### config.mk
export PLATFORM = sky130hd
export DESIGN_NAME = alu_arbiter
export DESIGN_NICKNAME = d
export VERILOG_FILES = /design/src/rtl/alu_arbiter.sv
export SDC_FILE = /design/constraint.sdc
export NUM_CORES = 1
export LEC_CHECK = 0
export ABC_AREA = 1
export CORE_MARGIN = 10
export CORE_UTILIZATION = 42
export CTS_BUF_LIST = sky130_fd_sc_hd__clkbuf_4
export DETAILED_ROUTE_END_ITERATION = 7
export PLACE_DENSITY = 0.87
export SYNTH_ARGS = -nofsm -noshare
export SYNTH_HDL_FRONTEND = slang
export SYNTH_SLANG_ARGS = --single-unit
### constraint.sdc
create_clock -name clk -period 2.8 [get_ports clk]
set_input_delay 0.42 -clock clk [delete_from_list [all_inputs] [get_ports clk]]
set_output_delay 0.42 -clock clk [all_outputs]
set_load 0.1 [all_outputs]
### src/rtl/alu_arbiter.sv
// -----------------------------------------------------------------------------
// alu_arbiter
// Two-requester front end for a shared ALU. One operation is in flight at a
// time: IDLE accepts a request, EXEC issues it and captures result/carry/error,
// ZWAIT captures the ALU's registered zero flag, RESP presents the response to
// the requester that issued the operation until it is consumed.
//
// Configuration macro: ALU_ARB_RR_EN
//   defined   -> round-robin arbitration between the two requesters
//   undefined -> fixed priority, requester 0 wins whenever it is valid
//
// Ports
//   clk, rst                         clock, synchronous active-high reset
//   reqN_valid_i / reqN_ready_o      request handshake, N = 0,1
//   reqN_a_i, reqN_b_i, reqN_op_i    operands and opcode of requester N
//   rspN_valid_o / rspN_ready_i      response handshake, N = 0,1
//   rspN_result_o, rspN_flags_o      result and {error, carry, zero}
//   alu_a_o, alu_b_o, alu_op_o       operation driven to the ALU
//   alu_result_i, alu_carry_i,
//   alu_error_i, alu_zero_i          ALU outputs (zero is registered in the ALU)
//   busy_o                           high whenever the FSM is not idle
// -----------------------------------------------------------------------------
module alu_arbiter #(
   parameter int unsigned WIDTH = 8
) (
   input  logic             clk,
   input  logic             rst,

   input  logic             req0_valid_i,
   output logic             req0_ready_o,
   input  logic [WIDTH-1:0] req0_a_i,
   input  logic [WIDTH-1:0] req0_b_i,
   input  logic [2:0]       req0_op_i,

   input  logic             req1_valid_i,
   output logic             req1_ready_o,
   input  logic [WIDTH-1:0] req1_a_i,
   input  logic [WIDTH-1:0] req1_b_i,
   input  logic [2:0]       req1_op_i,

   output logic             rsp0_valid_o,
   input  logic             rsp0_ready_i,
   output logic [WIDTH-1:0] rsp0_result_o,
   output logic [2:0]       rsp0_flags_o,

   output logic             rsp1_valid_o,
   input  logic             rsp1_ready_i,
   output logic [WIDTH-1:0] rsp1_result_o,
   output logic [2:0]       rsp1_flags_o,

   output logic [WIDTH-1:0] alu_a_o,
   output logic [WIDTH-1:0] alu_b_o,
   output logic [2:0]       alu_op_o,
   input  logic [WIDTH-1:0] alu_result_i,
   input  logic             alu_carry_i,
   input  logic             alu_error_i,
   input  logic             alu_zero_i,

   output logic             busy_o
);

   typedef enum logic [1:0] {StIdle, StExec, StZwait, StResp} state_e;

   state_e           r_state;
   logic             r_owner;      // requester that issued the in-flight operation
   logic [WIDTH-1:0] r_alu_a;
   logic [WIDTH-1:0] r_alu_b;
   logic [2:0]       r_alu_op;
   logic [WIDTH-1:0] r_result;
   logic             r_carry;
   logic             r_error;
   logic             r_zero;
   logic             r_rsp0_valid;
   logic             r_rsp1_valid;

   logic             w_idle;
   logic             w_grant1;     // requester 1 is the current arbitration winner
   logic             w_ready0;
   logic             w_ready1;
   logic             w_accept;
   logic             w_rsp_hs;

`ifdef ALU_ARB_RR_EN
   logic             r_rr_ptr;     // last requester granted; reset to 1 so requester 0 wins first

   always_comb begin
      if (req0_valid_i && req1_valid_i) begin
         w_grant1 = ~r_rr_ptr;
      end else begin
         w_grant1 = req1_valid_i;
      end
   end
`else
   assign w_grant1 = req1_valid_i & ~req0_valid_i;
`endif

   assign w_idle   = (r_state == StIdle);
   assign w_ready0 = w_idle & req0_valid_i & ~w_grant1;
   assign w_ready1 = w_idle & req1_valid_i &  w_grant1;
   assign w_accept = w_ready0 | w_ready1;
   assign w_rsp_hs = (r_rsp0_valid & rsp0_ready_i) | (r_rsp1_valid & rsp1_ready_i);

   always_ff @(posedge clk) begin
      if (rst) begin
         r_state      <= StIdle;
         r_owner      <= 1'b0;
         r_alu_a      <= '0;
         r_alu_b      <= '0;
         r_alu_op     <= '0;
         r_result     <= '0;
         r_carry      <= 1'b0;
         r_error      <= 1'b0;
         r_zero       <= 1'b0;
         r_rsp0_valid <= 1'b0;
         r_rsp1_valid <= 1'b0;
`ifdef ALU_ARB_RR_EN
         r_rr_ptr     <= 1'b1;
`endif
      end else begin
         case (r_state)
            StIdle: begin
               if (w_accept) begin
                  r_alu_a  <= w_grant1 ? req1_a_i  : req0_a_i;
                  r_alu_b  <= w_grant1 ? req1_b_i  : req0_b_i;
                  r_alu_op <= w_grant1 ? req1_op_i : req0_op_i;
                  r_owner  <= w_grant1;
`ifdef ALU_ARB_RR_EN
                  r_rr_ptr <= w_grant1;
`endif
                  r_state  <= StExec;
               end
            end
            StExec: begin
               r_result <= alu_result_i;
               r_carry  <= alu_carry_i;
               r_error  <= alu_error_i;
               r_state  <= StZwait;
            end
            StZwait: begin
               // The ALU registers zero, so it reflects the EXEC operands only now.
               r_zero       <= alu_zero_i;
               r_rsp0_valid <= ~r_owner;
               r_rsp1_valid <=  r_owner;
               r_state      <= StResp;
            end
            StResp: begin
               if (w_rsp_hs) begin
                  r_rsp0_valid <= 1'b0;
                  r_rsp1_valid <= 1'b0;
                  r_state      <= StIdle;
               end
            end
            default: begin
               r_state <= StIdle;
            end
         endcase
      end
   end

   assign req0_ready_o  = w_ready0;
   assign req1_ready_o  = w_ready1;

   assign rsp0_valid_o  = r_rsp0_valid;
   assign rsp1_valid_o  = r_rsp1_valid;
   assign rsp0_result_o = r_result;
   assign rsp1_result_o = r_result;
   assign rsp0_flags_o  = {r_error, r_carry, r_zero};
   assign rsp1_flags_o  = {r_error, r_carry, r_zero};

   assign alu_a_o       = r_alu_a;
   assign alu_b_o       = r_alu_b;
   assign alu_op_o      = r_alu_op;

   assign busy_o        = ~w_idle;

endmodule

==> results.py <==
metrics = {
    "synth": {
        "synthDistinctLibCells": 21,
        "synth.avg_cell_area_um2": 7.24,
        "synth_warnings": 0,
        "syn_area_um2": 1700,
        "synthesis.instances": 235,
        "syn-num-nets": 295,
        "ys_ff_latch": 35,
        "ys_seq_area_frac": 0.412,
        "async_flop_share": 0,
        "synth-edff-count": 0,
        "ys.flop_type": "dfxtp_1",
    },
    "timing": {
        "period_share": 0.683,
        "relSlewSlack": 0.775,
        "finalHoldViolCount": 0,
        "tightestPinTransition_ps": 338,
        "layout_setup_ws_ps": 888,
        "skew_ps": 7.23,
        "min_period_ps": 1910,
        "fmax_mhz": 523,
        "fin_setup_tns_ps": 0,
        "hold_slack_ps": 511,
        "setup_viol": 0,
        "rsz0062_at_grt": "false",
        "slew_viol_final": 0,
    },
    "clock_network": {
        "cts_hold_buffers": 0,
        "root_buffer": "clkbuf_4",
        "clk-insertion-delay-late_ps": 330,
        "cts_max_level": 2,
        "cts_tree": "done",
        "cts_resized": 0,
        "tritoncts.num_buffers": 5,
        "ctsLongestPathBuffers": 2,
        "clock-sinks": 35,
        "post-cts-setup-buffers": 0,
        "clk_pin_slew_worst_paths_ps": 100,
    },
    "critical_path": {
        "startpoint": "r_state[0]$_SDFFE_PP0P_",
        "path_class": "register to output pin",
        "start_kind": "register",
        "required_ps": 2380,
        "critPathMaxFanout": 4,
        "critPathArrivalTime_ps": 1490,
        "critPathCaptureType": "output pin",
        "r2r-start": "r_state[0]$_SDFFE_PP0P_",
    },
    "die": {
        "die_width_um": 83.7,
        "die_y_um": 83.7,
        "std_cell_rows": 23,
        "dieArea_um2": 7000,
        "core_um2": 3970,
        "ios": 101,
        "initial_core_util": 0.428,
    },
    "detailed_routing": {
        "vias": 1734,
        "dr.pass1.iters": 4,
        "wl_per_cell_um": 12.9,
        "postRouteAntennaNets": 0,
        "drt_wl_total_um": 4790,
        "drt_iter0_drc": 44,
        "drc": 0,
        "routed_via_density": 4.69,
    },
    "cells_and_area": {
        "nFillCells": 347,
        "multi_input_area_um2": 701,
        "ff_latch_area_um2": 701,
        "antennaDiodeCount": 0,
        "finalNetCount": 379,
        "syn2layout_area_growth_pct": 51.3,
        "final_cells": 370,
        "final_layout_size_suffix_gt1_frac": 0.191,
    },
    "global_routing": {
        "gr-usage-all-layers": 0.130,
        "grt-ovfl-total": 0,
        "grt_pass1_wl_um": 7640,
        "antenna_found_initial": 0,
        "grt_max_degree": 39,
        "grt_pass1_vias": 1590,
    },
    "place": {
        "place_ws_ps": 1020,
        "dp.cells": 362,
        "dp_hpwl_um": 3760,
        "place_congestion": 0.736,
        "numPortBuffers": 100,
    },
    "status": {
        "outcome": "finished clean",
    },
    "flow_run": {
        "drv_cap": 0,
    },
    "min_path": {
        "min_path_type": "register to register",
        "hp-start": "r_owner$_SDFFE_PP0P_",
    },
}
[through the flow]
| step | utilization | instance area, um2 |
|---|---|---|
| 2_1_floorplan | - | 1700 |
| 3_3_place_gp | 0.629 | 2500 |
| 3_5_place_dp | 0.629 | 2500 |
| 4_1_cts | 0.648 | 2570 |
| 5_1_grt | 0.648 | 2570 |
| 6_report | 0.648 | 2570 |
[metal layers]
metal,track usage,part of all wire,vias to the layer above
li1,-,-,905
met1,0.146,0.42,758
met2,0.213,0.47,64
met3,0.0615,0.095,7
met4,0.0365,0.011,0
met5,0,0,-
[cells in the mapped netlist (4+ instances only)]
| cell type | instances | area (um2) |
|---|---|---|
| a21oi_1 | 22 | 110 |
| o21ai_0 | 38 | 190 |
| buf_4 | 15 | 113 |
| nand3_1 | 5 | 25.0 |
| ha_1 | 5 | 62.6 |
| nand2_1 | 31 | 116 |
| nor2_1 | 28 | 105 |
| o21ai_1 | 10 | 50.1 |
| buf_6 | 4 | 45.0 |
| inv_1 | 28 | 105 |
| dfxtp_1 | 35 | 701 |
| buf_2 | 4 | 20.0 |
[final timing paths]
kind / endpoint / slack [ps] / cells after the start
max: req0_ready_o / 890 / 5
min: r_owner$_SDFFE_PP0P_ / 510 / 2
max reg2reg: alu_a_o[0]$_SDFFE_PP0P_ / 1260 / 7
min reg2reg: r_owner$_SDFFE_PP0P_ / 510 / 2
[state kept, by name, summed over array words and instances (netlist names)]
name / cells
alu_b_o: 8
r_state: 2
r_carry: 1
alu_op_o: 3
rsp0_result_o: 8
rsp0_valid_o: 1
rsp1_valid_o: 1
r_error: 1
r_owner: 1
alu_a_o: 8
r_zero: 1
[cells by family after synthesis]
logic type	count (synthesis)	share of synthesized area
buffers and inverters	56	0.178
adder cells (fa/ha/maj)	5	0.0368
AO/OA/AOI/OAI	73	0.221
flip-flops	35	0.412
AND/OR/NAND/NOR	66	0.153
[critical path, cell delays in order (launching register included)]
cell and delay (ps):
dfxtp_1 360, inv_1 120, ha_1 230, nand2_1 90, inv_1 70, buf_4 290
[layout make-up]
type | instances | area share
sequential | 35 | 0.272
inverter | 30 | 0.0438
clock buffer | 5 | 0.0146
timing repair buffer | 103 | 0.358
clock inverter | 3 | 0.0151
tap | 50 | 0.0243
multi-input combinational | 144 | 0.272
[cell usage in the layout (no fill, tap or decap), types with 2 or more instances in the layout]
master | Yosys | layout
a21oi_1 | 22 | 22
buf_4 | 15 | 48
clkbuf_4 | 0 | 5
clkdlybuf4s50_1 | 0 | 54
clkinv_1 | 1 | 2
dfxtp_1 | 35 | 35
ha_1 | 5 | 5
inv_1 | 28 | 28
nand2_1 | 31 | 31
nand3_1 | 5 | 5
nor2_1 | 28 | 27
o21ai_0 | 38 | 38
o21ai_1 | 10 | 10
Power is not shown: default switching activity piles up to over one toggle a cycle in this logic, so the estimate is an artifact.
